`src/rtl/conv_scan_scheduler.sv`:
```
// conv_scan_scheduler: walks an N*N image two pixels at a time, driving a
// dual-lane kernel fetcher and handing each fetched window pair downstream.
//
// Handshakes:
//   - start is a one-cycle request, honoured only in IDLE when abort is low.
//   - fetch_ready is a one-cycle pulse. It is consumed in SETTLE, where it
//     counts down the skip counter, and in CAPTURE, where it strobes
//     win_capture. It is ignored in every other state.
//   - win_valid/win_ready follow strict valid/ready rules. Once win_valid
//     is high, it and win_idx1/win_idx2 stay constant until a rising clock
//     edge where win_ready is also high. That edge is the single transfer.
//   - abort cancels the scan from any non-IDLE state on the next edge.
`timescale 1ns/1ps
module conv_scan_scheduler #(
    parameter int N    = 64,
    parameter int SKIP = 1
) (
    input  logic        clk,
    input  logic        n_rst,
    input  logic        start,
    input  logic        abort,
    input  logic        fetch_ready,
    output logic [12:0] idx1,
    output logic [12:0] idx2,
    output logic        win_capture,
    output logic        win_valid,
    input  logic        win_ready,
    output logic [12:0] win_idx1,
    output logic [12:0] win_idx2,
    output logic        busy,
    output logic        done,
    output logic [2:0]  dbg_state
);

    typedef enum logic [2:0] {
        IDLE    = 3'd0,
        SETTLE  = 3'd1,
        CAPTURE = 3'd2,
        HOLD    = 3'd3,
        DONE    = 3'd4
    } state_t;

    // Index of the last pair's lane-1 pixel.
    localparam logic [12:0] LAST_IDX = 13'(N * N - 2);
    localparam logic [7:0]  SKIP_V   = 8'(SKIP);

    // With nothing to skip, a new index goes straight to capture.
    localparam state_t FIRST_ST = (SKIP == 0) ? CAPTURE : SETTLE;

    state_t      state_q, state_d;
    logic [12:0] idx1_q, idx1_d;
    logic [7:0]  skip_q, skip_d;
    logic [12:0] widx1_q, widx1_d;
    logic [12:0] widx2_q, widx2_d;

    // State and datapath registers.
    always_ff @(posedge clk or negedge n_rst) begin
        if (!n_rst) begin
            state_q <= IDLE;
            idx1_q  <= 13'd0;
            skip_q  <= 8'd0;
            widx1_q <= 13'd0;
            widx2_q <= 13'd0;
        end else begin
            state_q <= state_d;
            idx1_q  <= idx1_d;
            skip_q  <= skip_d;
            widx1_q <= widx1_d;
            widx2_q <= widx2_d;
        end
    end

    // Next-state logic plus the combinational capture strobe.
    // abort is tested first so it overrides every other input.
    always_comb begin
        state_d     = state_q;
        idx1_d      = idx1_q;
        skip_d      = skip_q;
        widx1_d     = widx1_q;
        widx2_d     = widx2_q;
        win_capture = 1'b0;

        if (abort && (state_q != IDLE)) begin
            state_d = IDLE;
            idx1_d  = 13'd0;
            skip_d  = 8'd0;
        end else begin
            case (state_q)
                IDLE: begin
                    if (start && !abort) begin
                        state_d = FIRST_ST;
                        idx1_d  = 13'd0;
                        skip_d  = SKIP_V;
                    end
                end
                SETTLE: begin
                    if (fetch_ready) begin
                        skip_d = (skip_q == 8'd0) ? 8'd0 : skip_q - 8'd1;
                        if (skip_q <= 8'd1) begin
                            state_d = CAPTURE;
                        end
                    end
                end
                CAPTURE: begin
                    if (fetch_ready) begin
                        win_capture = 1'b1;
                        widx1_d     = idx1_q;
                        widx2_d     = {idx1_q[12:1], 1'b1};
                        state_d     = HOLD;
                    end
                end
                HOLD: begin
                    if (win_ready) begin
                        if (idx1_q == LAST_IDX) begin
                            state_d = DONE;
                        end else begin
                            idx1_d  = idx1_q + 13'd2;
                            skip_d  = SKIP_V;
                            state_d = FIRST_ST;
                        end
                    end
                end
                DONE: begin
                    state_d = IDLE;
                    idx1_d  = 13'd0;
                    skip_d  = 8'd0;
                end
                default: begin
                    state_d = IDLE;
                    idx1_d  = 13'd0;
                    skip_d  = 8'd0;
                end
            endcase
        end
    end

    // idx1 is always even, so lane 2 is idx1 with its low bit set.
    assign idx1      = idx1_q;
    assign idx2      = {idx1_q[12:1], 1'b1};
    assign win_idx1  = widx1_q;
    assign win_idx2  = widx2_q;
    assign win_valid = (state_q == HOLD);
    assign busy      = (state_q != IDLE);
    assign done      = (state_q == DONE);
    assign dbg_state = state_q;

endmodule

```
`config.mk`:
```
export PLATFORM = sky130hd
export DESIGN_NAME = conv_scan_scheduler
export DESIGN_NICKNAME = d
export VERILOG_FILES = /design/src/rtl/conv_scan_scheduler.sv
export SDC_FILE = /design/constraint.sdc
export NUM_CORES = 1
export LEC_CHECK = 0
export ABC_AREA = 1
export CAP_MARGIN = 20
export CELL_PAD_IN_SITES_DETAIL_PLACEMENT = 0
export CELL_PAD_IN_SITES_GLOBAL_PLACEMENT = 1
export CORE_AREA = 2 2 82 84
export CTS_CLUSTER_SIZE = 25
export DETAILED_ROUTE_END_ITERATION = 8
export DIE_AREA = 0 0 84 86
export PLACE_DENSITY_LB_ADDON = 0.1
export SYNTH_ARGS = -nofsm -noshare
export SYNTH_HDL_FRONTEND = slang
export SYNTH_SLANG_ARGS = --single-unit
```
`constraint.sdc`:
```
create_clock -name clk -period 2.9 [get_ports clk]
set_input_delay 0.435 -clock clk [delete_from_list [all_inputs] [get_ports clk]]
set_output_delay 0.435 -clock clk [all_outputs]
set_load 0.01 [all_outputs]
```
# == Yosys cells after proc, flatten, opt, wreduce, memory -nomap -nowiden ==
# Cells that the tools add are included.
# Widths: inputs -> output; s select.
# totals
regBits,50
output_inout_bits,59
elab_cells,56
# op_classes
bitwise,1
eq_ne,13
n_mux,23
n_addsub,2
order_cmp,1
reduce_logical,11
# op_table
op,n
$mux 13,4
$mux 8,6
$pmux 13 s3,1
$pmux 8 s4,1
$mux 3,7
$ne 3x3->1 const B,5
$add 13x2->13 const B,1
$eq 13x12->1 const B,1
$pmux 3 s4,1
$reduce_and 5->1,2
$le 8x1->1 const B,1
$logic_not 8->1,1
$sub 8x1->8 const B,1
$eq 3x2->1 const B,2
$reduce_and 4->1,1
$eq 3x1->1 const B,1
$eq 3x3->1 const B,1
$logic_not 3->1,1
$mux 1,3
$ne 3x1->1 const B,1
$reduce_and 3->1,1
$reduce_bool 3->1,1
$logic_and 1x1->1,2
$ne 2x1->1 const B,1
other kinds (4),4

# == Longest topological paths before layout ==
# logic_depth
ltp_word,5
ltp_mapped,10
mapped_depth_nobuf,10

# == Worst setup path before layout ==
# No wires, ideal clock.
# synth_timing
path_type,register -> register
start,"register state_q[1], in the netlist dbg_state[1]"
end,"register idx1_q[8], in the netlist idx1[8]"
synth_period_minus_slack_ps,1467
setup_time_ps,77
arrival_ps,1390
path_buffers,1
path_slack_ps,1433
stages_incl_launch_ff,10
path_cell_list,dfrtp_1 -> nand2_2 -> nor2_4 -> nand3_2 -> nand2_1 -> nor2_4 -> nand2_4 -> buf_6 -> nand2_1 -> o21ai_1
# synth_between
word_cells_on_any_way,14
classes_between,eq/ne: 7; mux: 2; reduce/logical: 5
# synth_rtl
item,line_no,rtl
start: declaration,50,"state_t state_q, state_d;"
start signal: assignment,65,state_q <= state_d;
$eq 3x2->1 (*),-,
named net win_valid,26,"output logic win_valid,"
"$ne 3x3->1 (no source line), or another cell as far along",-,
$reduce_and 4->1 (no source line) / $mux 13 (equally long branches),-,
end signal: assignment,66,idx1_q <= idx1_d;
end: declaration,51,"logic [12:0] idx1_q, idx1_d;"
# The timed path passes the listed nets; every way through them passes the cells marked *.
# A chain may end at the register's enable or synchronous reset.

# == Final worst setup path ==
# layout_timing
start,input abort
end,output win_capture
# layout_between
elab_chain_len,2
# layout_rtl
item,line_no,rtl
start: declaration,21,"input logic abort,"
$logic_and 1x1->1,83,if (abort && (state_q != IDLE)) begin
$mux 1,83,
end: declaration,25,"output logic win_capture,"
# Every way passes these cells.

==> flow_metrics.env <==
export IMPL_relSlewSlack=0.444
export IMPL_holdCritPathClass="input port to async pin"
export IMPL_remaining_drc_errors=0
export IMPL_drv_cap=0
export IMPL_finalHoldViolations=0
export IMPL_vias=1893
export IMPL_syn_inst=296
export IMPL_finalSetupViolations=0
export IMPL_clock_latency_ns=0.28
export IMPL_ys_warn_count=0
export IMPL_final_cell_area_um2=2840
export IMPL_die_area_um2=7220
export IMPL_die_h_um=86
export IMPL_cp_end_kind="primary output"
export IMPL_worstPathRequired_ns=2.47
export IMPL_clkPwrFrac=0.188
export IMPL_track_usage=0.147
export IMPL_swShare=0.426
export IMPL_setup_tns_final_ns=0
export IMPL_sequentialPowerShare=0.334
export IMPL_ctsResizeCount=0
export IMPL_syn_to_final_growth_pct=25.5
export IMPL_status="complete, no violations"
export IMPL_rsz0062_at_grt="no"
export IMPL_numCtsBuffers=5
export IMPL_fin_crit_sh=0.840
export IMPL_yosys_area_share_xor_xnor=0.0271
export IMPL_critPathMaxFanout=5
export IMPL_grt_max_degree=37
export IMPL_synthTopCellsByCount="nand2_1, dfrtp_1, nor2_1, buf_4, inv_1"
export IMPL_min_period_ns=2.44
export IMPL_synth_simple_area_share=0.331
export IMPL_cp_start_kind="input port"
export IMPL_total_power_uw=2040
export IMPL_grt_ovfl_total=0
export IMPL_synth_area_top_cells="dfrtp_1, nand2_1, buf_4"
export IMPL_place_gp_congestion=0.840
export IMPL_vdd_drop_max_mv=0.400
export IMPL_netlist_area_um2=2260
export IMPL_grt_pass1_vias=1776
export IMPL_drt_initial_drc_count=48
export IMPL_synth_edff_count=0
export IMPL_antenna_found_initial=0
export IMPL_leakagePower_uw=0.00126
export IMPL_grt_pass1_wl_um=8560
export IMPL_place_ws_ns=0.436
export IMPL_final_layout_size_suffix_gt1_frac=0.0955
export IMPL_vias_per_cell=4.59
export IMPL_synth_ff_latch_count=36
export IMPL_start_util=0.361
export IMPL_post_cts_buffers=0
export IMPL_skew_ns=0.00407
export IMPL_clk_pin_slew_ns=0.07
export IMPL_synth_most_common_cell="nand2_1"
export IMPL_internal_power_uw=1170
export IMPL_synth_top_flop_cell="dfrtp_1"
export IMPL_ios=65
export IMPL_synth_cell_types=30
export IMPL_placed_cell_area_um2=2750
export IMPL_power_density_nw_per_um2=718
export IMPL_power_switching_uw=869
export IMPL_wl_per_cell_um=12.3
export IMPL_cts_sinks=36
export IMPL_hpwl_um=3870
export IMPL_cp_arrival_ns=2.00
export IMPL_p_comb_frac=0.477
export IMPL_fmaxAchievable_mhz=410
export IMPL_worst_slack_ns=0.463
export IMPL_diodes=0
export IMPL_max_slew_worst_pin_slew_ns=0.833
export IMPL_clockBufferDepth=2
export IMPL_synthMuxAreaShare=0
export IMPL_cts_tree="built"
export IMPL_synth_seq_area_share=0.398
export IMPL_core_um2=6280
export IMPL_clock_root_buffer="clkbuf_8"
export IMPL_worstSetupPathType="input port to primary output"
export IMPL_cts_max_level=2
export IMPL_async_flop_share=1.00
export IMPL_synthAdderAreaFrac=0.0221
export IMPL_die_w_um=84
export IMPL_row_count=29
export IMPL_synth_top_family_by_area="simple AND/OR/NAND/NOR gates"
export IMPL_synth_compound_area_frac=0.0680
export IMPL_slew_viol_final=0
export IMPL_firstDrtPassIters=4
export IMPL_yosysTopAreaCellShare=0.398
export IMPL_io_buffers=61
export IMPL_syn_area_per_cell_um2=7.65
export IMPL_ant_nets=0
export IMPL_routed_wl_um=5080
export IMPL_nets=345
export IMPL_synth_top_area_cell="dfrtp_1"
export IMPL_hold_buffers=0
[metrics by stage]
step,cells,hold WS (ns),util
detailed placement,405,0.458,0.438
finish,412,0.250,0.453
CTS,412,0.287,0.453
floorplan,297,0.139,-
global route,412,0.333,0.453
global placement,405,0.462,0.438
[cells by family (layout without fill, tap and decap cells)]
| group | count (synthesis) | count (layout) |
|---|---|---|
| fa+ha+maj | 4 | 4 |
| flops | 36 | 36 |
| buf+inv | 60 | 98 |
| other cells | 2 | 3 |
| compound gates | 27 | 27 |
| simple gates | 160 | 160 |
| xor+xnor | 7 | 7 |
[sequential cells by signal (all words and copies together), names as in the netlist]
name and count:
skip_q 8, dbg_state 3, win_idx1 12, idx1 12, win_idx2 1
[final timing paths]
| check | start | end | slack (ns) | cells past startpoint |
|---|---|---|---|---|
| worst max-delay path | abort | win_capture | 0.46 | 5 |
| min in group clk | win_idx2[0] | win_idx2[0] | 0.49 | 1 |
| max in group asynchronous | n_rst | idx1[8] | 2.12 | 1 |
| worst min register to register | win_idx2[0] | win_idx2[0] | 0.49 | 1 |
| worst max register to register | idx1[1] | idx1[10] | 0.98 | 8 |
| worst min-delay path | n_rst | skip_q[0] | 0.25 | 1 |
[worst max-delay path, cell delays in order]
cell and delay (ns):
clkdlybuf4s50_1 0.50, inv_1 0.20, nand4_2 0.14, nor2_2 0.16
clkdlybuf4s50_1 0.56
[placed cells by master, fill, tap and decap left out, drive strengths merged]
| master | netlist | routed |
|---|---|---|
| and2 | 4 | 4 |
| o21ai | 23 | 23 |
| nor2 | 33 | 33 |
| nor3 | 3 | 3 |
| nand3 | 24 | 24 |
| nand2 | 86 | 86 |
| ha | 4 | 4 |
| xor2 | 5 | 5 |
| conb | 2 | 3 |
| inv | 29 | 29 |
| buf | 31 | 2 |
| clkdlybuf4s50 | 0 | 60 |
| clkbuf | 0 | 7 |
| dfrtp | 36 | 36 |
| a21oi | 3 | 3 |
| xnor2 | 2 | 2 |
| o2111ai | 1 | 1 |
| or2 | 1 | 1 |
| nand4 | 9 | 9 |
[per-layer routing]
metal | wire length (µm) | up-vias | GRT usage
met4 | 49 | 0 | 0.0440
met5 | 0 | - | 0
met1 | 2470 | 853 | 0.195
li1 | - | 989 | -
met3 | 209 | 5 | 0.0260
met2 | 2350 | 46 | 0.246
[power groups by stage]
stage	sequential, µW	combinational [µW]	clock (µW)
6_report	682	974	385
5_1_grt	696	1110	414
4_1_cts	684	992	401
3_5_place_dp	692	987	0
3_3_place_gp	692	990	0
2_1_floorplan	686	720	0
[layout make-up]
type                       instances  area (µm²)
sequential                        36         901
tap                               77        96.3
multi-input combinational        201        1030
fill                             659        3430
clock buffer                       7        96.3
timing repair buffer              62         613
inverter                          29         109
(Power assumes the default switching activity.)
